<file path="config.mk">
export PLATFORM = sky130hd
export DESIGN_NAME = sharpen_frame_ctrl
export DESIGN_NICKNAME = d
export VERILOG_FILES = /design/src/rtl/sharpen_frame_ctrl.sv
export SDC_FILE = /design/constraint.sdc
export NUM_CORES = 1
export LEC_CHECK = 0
export CORE_ASPECT_RATIO = 1.4
export CORE_UTILIZATION = 40
export CTS_CLUSTER_DIAMETER = 200
export CTS_CLUSTER_SIZE = 24
export DETAILED_ROUTE_END_ITERATION = 16
export GPL_ROUTABILITY_DRIVEN = 0
export GPL_TIMING_DRIVEN = 0
export SYNTH_ARGS = -nofsm -noshare
export SYNTH_HDL_FRONTEND = slang
export SYNTH_SLANG_ARGS = --single-unit
</file>
<file path="constraint.sdc">
create_clock -name clk -period 5.1 [get_ports clk]
set_input_delay 0.51 -clock clk [delete_from_list [all_inputs] [get_ports clk]]
set_output_delay 0.51 -clock clk [all_outputs]
set_load 0.005 [all_outputs]
</file>
<file path="src/rtl/sharpen_frame_ctrl.sv">
// Frame controller for a 3x3 sharpening kernel: builds raster windows from two
// line buffers, tags kernel results through its latency and clamps them to 8 bits.
module sharpen_frame_ctrl #(
    parameter int unsigned IMG_W = 8,
    parameter int unsigned IMG_H = 8,
    parameter int unsigned KLAT  = 1
) (
    input  logic         clk,
    input  logic         rst,
    input  logic         start,
    input  logic         cfg_we,
    input  logic [3:0]   cfg_idx,
    input  logic [7:0]   cfg_data,
    input  logic         in_valid,
    input  logic [7:0]   in_pix,
    output logic         in_ready,
    output logic [80:0]  k_img,
    output logic [71:0]  k_fil,
    input  logic [16:0]  k_out,
    output logic         out_valid,
    output logic [7:0]   out_pix,
    output logic         out_last,
    output logic         busy,
    output logic         done
);

    localparam int unsigned CW   = (IMG_W > 1) ? $clog2(IMG_W) : 1;
    localparam int unsigned RW   = (IMG_H > 1) ? $clog2(IMG_H) : 1;
    localparam int unsigned NTAP = 9;

    typedef enum logic [1:0] {
        IDLE   = 2'd0,
        STREAM = 2'd1,
        DRAIN  = 2'd2
    } state_t;

    state_t             state;
    logic [CW-1:0]      col;
    logic [RW-1:0]      row;
    logic [7:0]         buf0 [IMG_W];
    logic [7:0]         buf1 [IMG_W];
    logic [7:0]         win  [NTAP];
    logic [7:0]         coef [NTAP];
    logic               wv;
    logic               wl;
    logic [KLAT-1:0]    vsr;
    logic [KLAT-1:0]    lsr;
    logic               accept_c;
    logic               col_last_c;
    logic               row_last_c;
    logic [7:0]         clamp_c;

    assign accept_c   = in_valid && in_ready;
    assign col_last_c = (col == CW'(IMG_W - 1));
    assign row_last_c = (row == RW'(IMG_H - 1));

    function automatic logic [7:0] coef_rst(input int unsigned i);
        case (i)
            4:          coef_rst = 8'h05;
            1, 3, 5, 7: coef_rst = 8'hFF;
            default:    coef_rst = 8'h00;
        endcase
    endfunction

    // Coefficient bank; writable only while no frame is in flight
    always_ff @(posedge clk) begin
        if (rst) begin
            for (int i = 0; i < NTAP; i++) begin
                coef[i] <= coef_rst(i);
            end
        end else if (state == IDLE && cfg_we && cfg_idx <= 4'd8) begin
            coef[cfg_idx] <= cfg_data;
        end
    end

    // Frame sequencer
    always_ff @(posedge clk) begin
        if (rst) begin
            state    <= IDLE;
            row      <= '0;
            col      <= '0;
            in_ready <= 1'b0;
            busy     <= 1'b0;
            done     <= 1'b0;
        end else begin
            done <= 1'b0;
            case (state)
                IDLE: begin
                    if (start) begin
                        state    <= STREAM;
                        row      <= '0;
                        col      <= '0;
                        in_ready <= 1'b1;
                        busy     <= 1'b1;
                    end
                end
                STREAM: begin
                    if (accept_c) begin
                        if (col_last_c) begin
                            col <= '0;
                            if (row_last_c) begin
                                row      <= '0;
                                state    <= DRAIN;
                                in_ready <= 1'b0;
                            end else begin
                                row <= row + RW'(1);
                            end
                        end else begin
                            col <= col + CW'(1);
                        end
                    end
                end
                DRAIN: begin
                    if (out_valid && out_last && vsr == '0 && !wv) begin
                        state <= IDLE;
                        busy  <= 1'b0;
                        done  <= 1'b1;
                    end
                end
                default: begin
                    state    <= IDLE;
                    in_ready <= 1'b0;
                    busy     <= 1'b0;
                end
            endcase
        end
    end

    // Line buffers hold the two previous rows, indexed by column
    always_ff @(posedge clk) begin
        if (accept_c) begin
            buf0[col] <= buf1[col];
            buf1[col] <= in_pix;
        end
    end

    // Window shift plus valid/last tags that travel alongside the kernel
    always_ff @(posedge clk) begin
        if (rst) begin
            for (int i = 0; i < NTAP; i++) begin
                win[i] <= '0;
            end
            wv  <= 1'b0;
            wl  <= 1'b0;
            vsr <= '0;
            lsr <= '0;
        end else begin
            if (accept_c) begin
                for (int r = 0; r < 3; r++) begin
                    win[r*3]   <= win[r*3+1];
                    win[r*3+1] <= win[r*3+2];
                end
                win[2] <= buf0[col];
                win[5] <= buf1[col];
                win[8] <= in_pix;
            end
            wv <= accept_c && (row >= RW'(2)) && (col >= CW'(2));
            wl <= accept_c && row_last_c && col_last_c;
            vsr[0] <= wv;
            lsr[0] <= wl;
            for (int i = 1; i < KLAT; i++) begin
                vsr[i] <= vsr[i-1];
                lsr[i] <= lsr[i-1];
            end
        end
    end

    // Saturate the signed kernel sum into the 0..255 pixel range
    always_comb begin
        clamp_c = k_out[7:0];
        if (k_out[16]) begin
            clamp_c = 8'h00;
        end else if (|k_out[15:8]) begin
            clamp_c = 8'hFF;
        end
    end

    always_ff @(posedge clk) begin
        if (rst) begin
            out_valid <= 1'b0;
            out_last  <= 1'b0;
            out_pix   <= '0;
        end else begin
            out_valid <= vsr[KLAT-1];
            out_last  <= lsr[KLAT-1];
            if (vsr[KLAT-1]) begin
                out_pix <= clamp_c;
            end
        end
    end

    always_comb begin
        k_img = '0;
        k_fil = '0;
        for (int i = 0; i < NTAP; i++) begin
            k_img[9*i +: 9] = {1'b0, win[i]};
            k_fil[8*i +: 8] = coef[i];
        end
    end

endmodule

</file>
==> results of run 1 <==
-- worst max-delay path: cells and delay by family, from the launching register on --
| family | cells | cell delay (ns) |
|---|---|---|
| DFF | 1 | 0.37 |
| AOI/OAI and AO/OA | 1 | 0.13 |
| buffers and inverters | 3 | 0.85 |
| and+or+nand+nor | 1 | 0.86 |
-- per-layer routing --
| metal | part of all wire, % | track usage (%) |
|---|---|---|
| met1 | 39 | 19.8 |
| met2 | 54 | 32.4 |
| met3 | 4.9 | 2.30 |
| met4 | 1.9 | 4.91 |
| met5 | 0 | 0 |
-- registers in the layout (all words and copies together) (netlist names), named ones only --
name	count
buf0	64
buf1	64
busy	1
coef	72
col	3
done	1
in_ready	1
lsr	1
out_last	1
out_pix	8
out_valid	1
row	3
state	2
vsr	1
win	72
wl	1
wv	1
-- worst paths after layout --
check | from | end | slack [ns]
max | register | buf0[1][6]$_DFFE_PP_ | 2.55
min | in_valid | col[2]$_SDFFE_PP0P_ | 0.42
max reg2reg | register | buf0[1][6]$_DFFE_PP_ | 2.55
min reg2reg | out_pix[5]$_SDFFE_PP0P_ | out_pix[5]$_SDFFE_PP0P_ | 0.45
-- cell usage after synthesis, types with 9 or more instances --
cell,count
o22ai_1,10
a211oi_1,12
mux2_2,18
buf_2,13
and2_1,95
nand2_1,19
a22oi_1,16
edfxtp_1,272
and3_1,9
nor2_1,11
or2_1,39
nand2b_1,14
nor2b_1,18
clkbuf_1,20
nor3_1,24
dfxtp_1,28
mux2i_1,34
buf_4,9
-- power by group through the flow --
stage | Clock (mW) | Sequential (mW) | Combinational, mW
after floorplan | 0 | 2.83 | 0.0986
after global placement | 0 | 2.83 | 0.303
after detailed placement | 0 | 2.82 | 0.307
after CTS | 1.38 | 2.77 | 0.308
after global routing | 1.46 | 2.77 | 0.325
final | 1.36 | 2.77 | 0.302
-- cell families after synthesis --
| family | after synthesis | share of synthesized area [%] |
|---|---|---|
| multiplexers | 54 | 4.85 |
| other | 1 | 0.0321 |
| AO/OA/AOI/OAI | 60 | 3.46 |
| buffers and inverters | 52 | 2.10 |
| adder cells (fa/ha/maj) | 6 | 0.643 |
| flip-flops | 300 | 74.8 |
| AND/OR/NAND/NOR | 266 | 14.1 |
-- metrics by stage --
step | hold WS [ns] | utilization [%]
4_1_cts | 0.402 | 51.6
3_5_place_dp | 0.438 | 50.0
2_1_floorplan | 0.414 | -
6_report | 0.423 | 51.6
3_3_place_gp | 0.428 | 49.4
5_1_grt | 0.446 | 51.6
-- cell usage in the layout (no fill, tap or decap), types with 12 or more instances in the layout --
cell / instances
a211oi_1: 12
edfxtp_1: 272
buf_2: 13
clkdlybuf4s50_1: 195
or2_1: 39
dfxtp_1: 28
nand2b_1: 13
mux2i_1: 34
and2_1: 95
clkbuf_16: 17
mux2_2: 18
nor3_1: 18
clkbuf_1: 24
nor2b_1: 18
a22oi_1: 16
nand2_1: 19
-- cell type report --
| type | instances | area (µm²) | share of cell area (%) |
|---|---|---|---|
| Sequential cell | 300 | 8730 | 59.2 |
| Multi-Input combinational cell | 395 | 2770 | 18.8 |
| Timing Repair Buffer | 204 | 2070 | 14.1 |
| Tap cell | 375 | 469 | 3.18 |
| Clock buffer | 21 | 440 | 2.99 |
| Buffer | 46 | 223 | 1.51 |
| Inverter | 6 | 22.5 | 0.153 |
| Clock inverter | 1 | 16.3 | 0.110 |
==> impl_metrics.yaml, run 1 <==
outcome:
  run_status: "complete, no violations"
power_and_ir_drop:
  ir_drop_mv: 0.278
  power_density_nw_per_um2: 300
  power_frac_seq_pct: 62.5
  p_leak_nw: 4.85
  combPwrFrac_pct: 6.8
  power_mw: 4.42
  net-switching-power_mw: 0.915
  clkPwrFrac_pct: 30.6
  p_int_mw: 3.51
  sw_frac_of_total_pct: 20.7
cells_and_area:
  drive_above_1_share_pct: 8.32
  num_antenna_cells: 0
  fin_nets: 1017
  stdcell_area_um2: 14700
  num-fill-cells: 2388
  syn2layout_area_growth_pct: 26.3
  final_cells: 1348
run:
  cap_viol_max_count: 0
synthesis:
  synth_seq_area_share_pct: 74.8
  synthesis.area_um2: 11700
  async_reset_ff_share_pct: 0
  yosys_warnings: 0
  synthTopCellsByArea: "edfxtp_1 (70%), and2_1 (5.1%), dfxtp_1 (4.8%)"
  synth_top_area_share_pct: 70.0
  avgSynthCellArea_um2: 15.8
  synth-main-ff-cell: "edfxtp_1"
  yosys.area.top_type: "edfxtp_1"
  ys_seq_elements: 300
  synth_cell_type_count: 46
  netlist_instances: 739
  synth-edff-count: 272
floorplan:
  fp.dieH_um: 204
  die_area_um2: 29900
  rows: 73
  initial_utilization_pct: 40.8
  core_um2: 28600
  num_io_pins: 208
  fp.dieW_um: 146
timing:
  tns_ns: 0
  rsz0062_at_grt: "false"
  final_hold_viol_count: 0
  maxSlewHeadroom_pct: 30.2
  min_period_ns: 2.55
  setup_viol: 0
  drv_slew: 0
  fmax_mhz: 392
  worst_slack_ns: 2.55
  period_share_pct: 50.1
  max_slew.worst_pin.slew_ns: 1.04
  worst_clock_skew_ns: 0.0199
clocking:
  clkLatencyLatePin_ns: 0.50
  ctsRootBufferMaster: "clkbuf_16"
  cts_sinks: 300
  h-tree-depth: 1
  hold_buffers: 0
  post-cts-setup-buffers: 0
  cts_made_buffers: 16
  cts_tree: "yes"
  clkTransAtPathRegs_ns: 0.10
  cts_buffer_depth: 3
  ctsResizeCount: 0
global_routing:
  grt_pass1_wl_um: 38500
  grt_pass1_vias: 6373
  globalRouteTotalUtil_pct: 17.1
  grt_antenna_before_repair: 0
  grt_max_degree: 73
  gr-total-overflow: 0
worst_setup_path:
  critPathKind: "reg -> reg"
  slowest_delay_ns: 0.86
  r2r_cells: 5
  timing.critical_path.mode_cell: "buf_2"
  path_cells: "buf_2 -> buf_2 -> buf_2 -> a211oi_1 -> nor3_1"
  start_kind: "register"
  crit_fanout: 10
  worstSetupEndpointType: "register"
  cp_slowest_cell: "nor3_1"
  required_ns: 5.26
  critical_path_arrival_ns: 2.72
drt:
  ant_nets: 0
  first_pass_iters: 5
  via_per_inst: 4.88
  via_count: 6583
  drc_errors: 0
  drt_iter0_drc: 390
  wire_per_inst_um: 19.1
  wirelength_um: 25700
placed_design:
  place_area_um2: 14300
  dp.cells: 1326
  port_buffers: 195
  dp_hpwl_um: 18900
  preCtsSetupSlack_ns: 2.01
hold_path:
  hold_depth: 3
  hold_class: "in -> reg"
(Power assumes the default switching activity.)
==> run 2: changes to the inputs <==
- clock period: 5.1 -> 2.4 ns (I/O delays scaled with it)
==> run 2 against run 1 <==
  * Clock power up 110%
  * Fmax is 16% higher
  * Design area is 0.59% higher
  * Clock skew about the same
  * Combinational power rose by 120%
  * Sequential power is 110% higher
  * Via count rose by 1.4%
  * Die area unchanged
  * Global-route usage rose by 0.65 points
  * Sequential share of layout area is 0.34 points lower
==> impl_metrics.yaml, run 2 (synthesized netlist as in run 1, its figures left out) <==
outcome:
  run_status: "complete, no violations"
cells_and_area:
  syn2layout_area_growth_pct: 27.1
  final_common_cell: "edfxtp_1"
  num_antenna_cells: 0
  reg_top3: "coef (72), win (72)"
  fin_nets: 1019
  final_cell_mix: "edfxtp_1 (272), clkdlybuf4s50_1 (195), and2_1 (95)"
  drive_above_1_share_pct: 9.44
clocking:
  ctsRootBufferMaster: "clkbuf_16"
  clkLatencyLatePin_ns: 0.50
  h-tree-depth: 1
  cts_buffer_depth: 3
  cts_made_buffers: 16
  cts_tree: "yes"
  clkTransAtPathRegs_ns: 0.10
  cts_sinks: 300
  post-cts-setup-buffers: 0
placed_design:
  dp_hpwl_um: 19300
  port_buffers: 195
worst_setup_path:
  critical_path_arrival_ns: 2.43
  reg2reg_slack_ns: 0.20
  r2r_cells: 5
  r2r_end: "buf0[1][5]$_DFFE_PP_"
  start_kind: "register"
  worstSetupEndpointType: "register"
  required_ns: 2.63
  crit_fanout: 10
  critPathKind: "reg -> reg"
global_routing:
  grt_pass1_wl_um: 39800
  globalRouteTotalUtil_pct: 17.7
  grt_pass1_vias: 6557
  gr-total-overflow: 0
  grt_antenna_before_repair: 0
  grt_max_degree: 71
drt:
  drc_errors: 0
  wire_per_inst_um: 19.6
  wirelength_um: 26500
  first_pass_iters: 5
  ant_nets: 0
  drt_iter0_drc: 424
  via_per_inst: 4.94
  via_count: 6672
timing:
  whs_ns: 0.157
  min_period_ns: 2.20
  maxSlewHeadroom_pct: 36.8
  setup_viol: 0
  worst_clock_skew_ns: 0.0199
  drv_slew: 0
  final_hold_viol_count: 0
  fmax_mhz: 454
  period_share_pct: 91.9
  rsz0062_at_grt: "false"
  max_slew.worst_pin.slew_ns: 0.943
floorplan:
  core_um2: 28600
  die_area_um2: 29900
  fp.dieH_um: 204
  num_io_pins: 208
  initial_utilization_pct: 40.8
  fp.dieW_um: 146
  rows: 73
run:
  cap_viol_max_count: 0
hold_path:
  min_to: "col[2]$_SDFFE_PP0P_"
  hold_class: "in -> reg"
  hold_depth: 3
  min_from: "in_valid"
power_and_ir_drop:
  ir_drop_mv: 0.451
  power_mw: 9.41
  power_density_nw_per_um2: 634
  p_leak_nw: 4.88
==> run 2: changes by cell type in the layout (fill, tap and decap cells not counted), moves of 2 or more <==
cell,before,now
nor3_1,18,13
nand2b_1,13,11
buf_6,5,7
nand2b_2,0,2
nor3_2,6,11
==> run 2: report_power, final <==
part | internal (mW) | switching (mW)
combinational | 0.330 | 0.336
sequential | 5.83 | 0.0476
clock | 1.31 | 1.56
total | 7.47 | 1.94
==> run 2: how the worst max path moves through the flow <==
stage                             start                  endpoint  slack, ns  cells after the start
floorplan           col[1]$_SDFFE_PP0P_      buf0[2][0]$_DFFE_PP_       0.16                      3
CTS                            register      buf0[7][2]$_DFFE_PP_       0.01                      4
detailed placement                  rst  coef[8][2]$_SDFFCE_PN0P_      -0.19                      5
global route                   register  win[0][42]$_SDFFCE_PN0P_       0.06                      4
finish                         register      buf0[1][5]$_DFFE_PP_       0.20                      5
global placement    col[1]$_SDFFE_PP0P_      buf1[2][3]$_DFFE_PP_      -1.15                      3
==> run 2: worst max-delay path: stages, from the launching register on <==
cell and delay (ns):
dfxtp_1 0.38, buf_2 0.28, buf_2 0.33, buf_2 0.29, a211oi_1 0.14, nor3_2 0.51
==> run 2: stage by stage <==
| step | TNS, ns | cell area, µm² | cells | setup WS (ns) | util [%] |
|---|---|---|---|---|---|
| 2_1_floorplan | 0 | 11700 | 747 | 0.159 | - |
| 3_3_place_gp | -177.43 | 14100 | 1317 | -1.15 | 49.4 |
| 3_5_place_dp | -13.10 | 14300 | 1328 | -0.188 | 50.1 |
| 4_1_cts | 0 | 14800 | 1350 | 0.0100 | 51.8 |
| 5_1_grt | 0 | 14800 | 1350 | 0.0561 | 51.9 |
| 6_report | 0 | 14800 | 1350 | 0.195 | 51.9 |
==> run 2: cell type report <==
cell class | count | area (µm²)
fill | 2402 | 13800
sequential | 300 | 8730
multi-input combinational | 395 | 2820
timing repair buffer | 206 | 2110
tap | 375 | 469
clock buffer | 21 | 440
buffer | 46 | 223
inverter | 6 | 22.5
clock inverter | 1 | 16.3
==> run 2: metal layers <==
metal  wire, µm  vias to the layer above  global-route usage, %
li1           -                     3177                      -
met1      10400                     3253                   21.2
met2      14300                      207                   33.2
met3       1330                       35                   2.17
met4        544                        0                   4.87
met5          0                        -                      0
==> run 2: timing repair <==
item	in CTS	in global routing
hold buffers	0	0
gates resized for setup	5	6
pin swaps	0	0
endpoints found under the setup margin	40	42
==> run 3: changes to the inputs <==
--- a/config.mk
+++ b/config.mk
@@ -7,10 +7,12 @@
 export LEC_CHECK = 0
 export CORE_ASPECT_RATIO = 1.4
-export CORE_UTILIZATION = 40
+export CORE_UTILIZATION = 63
 export CTS_CLUSTER_DIAMETER = 200
 export CTS_CLUSTER_SIZE = 24
 export DETAILED_ROUTE_END_ITERATION = 16
+export DONT_BUFFER_PORTS = 1
 export GPL_ROUTABILITY_DRIVEN = 0
 export GPL_TIMING_DRIVEN = 0
+export PLACE_DENSITY = 0.79
 export SYNTH_ARGS = -nofsm -noshare
 export SYNTH_HDL_FRONTEND = slang
==> constraint.sdc (replaced) <==
create_clock -name clk -period 2.4 [get_ports clk]
set_input_delay 0.24 -clock clk [delete_from_list [all_inputs] [get_ports clk]]
set_output_delay 0.24 -clock clk [all_outputs]
set_load 0.02 [all_outputs]
==> run 3 against run 2 <==
  * Design area fell by 13%
  * Clock power shrank 2%
  * Register-to-register slack lost 0.04 ns
  * Via count down 4.9%
  * Cell count decreased by 23%
  * Largest cell class unchanged
  * Clock skew decreased by 0.0026 ns
  * Die area decreased by 36%
  * Worst hold slack got worse by 0.075 ns
==> impl_metrics.yaml, run 3 (synthesized netlist as in run 1, its figures left out) <==
outcome:
  run_status: "complete, no violations"
timing:
  worst_clock_skew_ns: 0.0173
  final_hold_viol_count: 0
  maxSlewHeadroom_pct: 31.1
  setup_viol: 0
  period_share_pct: 93.5
  drv_slew: 0
  min_period_ns: 2.24
  max_slew.worst_pin.slew_ns: 1.03
  fmax_mhz: 445
  rsz0062_at_grt: "false"
  worst_slack_ns: 0.155
global_routing:
  grt_antenna_before_repair: 3
  grt_max_degree: 73
  gr-total-overflow: 0
  grt_pass1_vias: 6302
  globalRouteTotalUtil_pct: 26.5
  grt_pass1_wl_um: 37000
cells_and_area:
  fin_nets: 847
  final_common_cell: "edfxtp_1"
  reg_top3: "coef (72), win (72)"
  syn2layout_area_growth_pct: 10.7
  stdcell_area_um2: 12900
  drive_above_1_share_pct: 11.0
  final_cell_mix: "edfxtp_1 (272), and2_1 (95), or2_1 (39)"
clocking:
  cts_made_buffers: 16
  cts_sinks: 300
  clkLatencyLatePin_ns: 0.50
  cts_tree: "yes"
  cts_buffer_depth: 3
  ctsRootBufferMaster: "clkbuf_16"
  post-cts-setup-buffers: 0
  h-tree-depth: 1
  clkTransAtPathRegs_ns: 0.09
floorplan:
  fp.dieW_um: 117
  core_um2: 18100
  rows: 58
  fp.dieH_um: 163
  initial_utilization_pct: 64.6
  die_area_um2: 19100
  num_io_pins: 208
drt:
  drt_iter0_drc: 526
  wire_per_inst_um: 24.0
  wirelength_um: 25100
  ant_nets: 0
  via_per_inst: 6.07
  drc_errors: 0
  first_pass_iters: 5
  via_count: 6345
power_and_ir_drop:
  power_density_nw_per_um2: 717
  p_leak_nw: 4.22
  power_mw: 9.27
  ir_drop_mv: 0.630
worst_setup_path:
  crit_fanout: 9
  reg2reg_slack_ns: 0.16
  worstSetupEndpointType: "register"
  critPathKind: "reg -> reg"
  required_ns: 2.60
  start_kind: "register"
  critical_path_arrival_ns: 2.45
placed_design:
  place_area_um2: 12200
  port_buffers: 0
  preCtsSetupSlack_ns: -0.0966
  dp_hpwl_um: 17400
run:
  cap_viol_max_count: 0
hold_path:
  hold_class: "in -> reg"
==> run 3: worst paths after layout <==
path                          from                    to  depth (start not counted)
max          in_ready$_SDFFE_PP0P_  buf1[1][4]$_DFFE_PP_                          4
min                            rst  out_valid$_SDFF_PP0_                          2
max reg2reg  in_ready$_SDFFE_PP0P_  buf1[1][4]$_DFFE_PP_                          4
min reg2reg          wl$_SDFF_PP0_        lsr$_SDFF_PP0_                          1
==> run 3: area by class of cell <==
type / instances / area (µm²)
Multi-Input combinational cell: 395 / 2820
Sequential cell: 300 / 8730
Clock inverter: 1 / 16.3
Antenna cell: 3 / 7.51
Tap cell: 240 / 300
Fill cell: 1053 / 5140
Timing Repair Buffer: 34 / 372
Buffer: 46 / 223
Clock buffer: 21 / 440
Inverter: 6 / 22.5
==> run 3: repair_timing <==
action                                  in CTS  in global routing
hold endpoints to repair                   153                  0
endpoints found under the setup margin      17                 57
hold buffers                                25                  0
resized for setup                            3                  6
gates cloned                                 0                  0
==> run 3: routing by layer <==
metal / GRT usage (%) / vias up / wire, µm
met5: 0 / - / 0
met4: 11.6 / 0 / 1080
met3: 6.05 / 83 / 2040
met2: 48.0 / 315 / 13500
met1: 29.4 / 3099 / 8440
li1: - / 2848 / -
==> run 3: critical path, stage by stage, from the launching register on <==
cell and delay [ns]:
dfxtp_1 0.47, buf_2 0.23, nand2_1 0.17, nor3_2 0.81
buf_6 0.26
==> run 3: report_power, final <==
part | leakage (nW) | internal (mW) | switching, mW | total, mW
clock network | 0.221 | 1.31 | 1.52 | 2.82
logic | 1.23 | 0.118 | 0.263 | 0.382
registers | 2.77 | 5.84 | 0.226 | 6.07
total | 4.22 | 7.26 | 2.00 | 9.27
==> run 3: stage by stage <==
step | cells | utilization, % | TNS (ns) | hold WS, ns
after floorplan | 747 | - | 0 | 0.339
after global placement | 987 | 66.4 | -122.72 | 0.339
after detailed placement | 996 | 67.3 | -0.156 | 0.339
after CTS | 1043 | 71.3 | 0 | 0.0642
after global routing | 1046 | 71.5 | 0 | 0.0842
final | 1046 | 71.5 | 0 | 0.0816
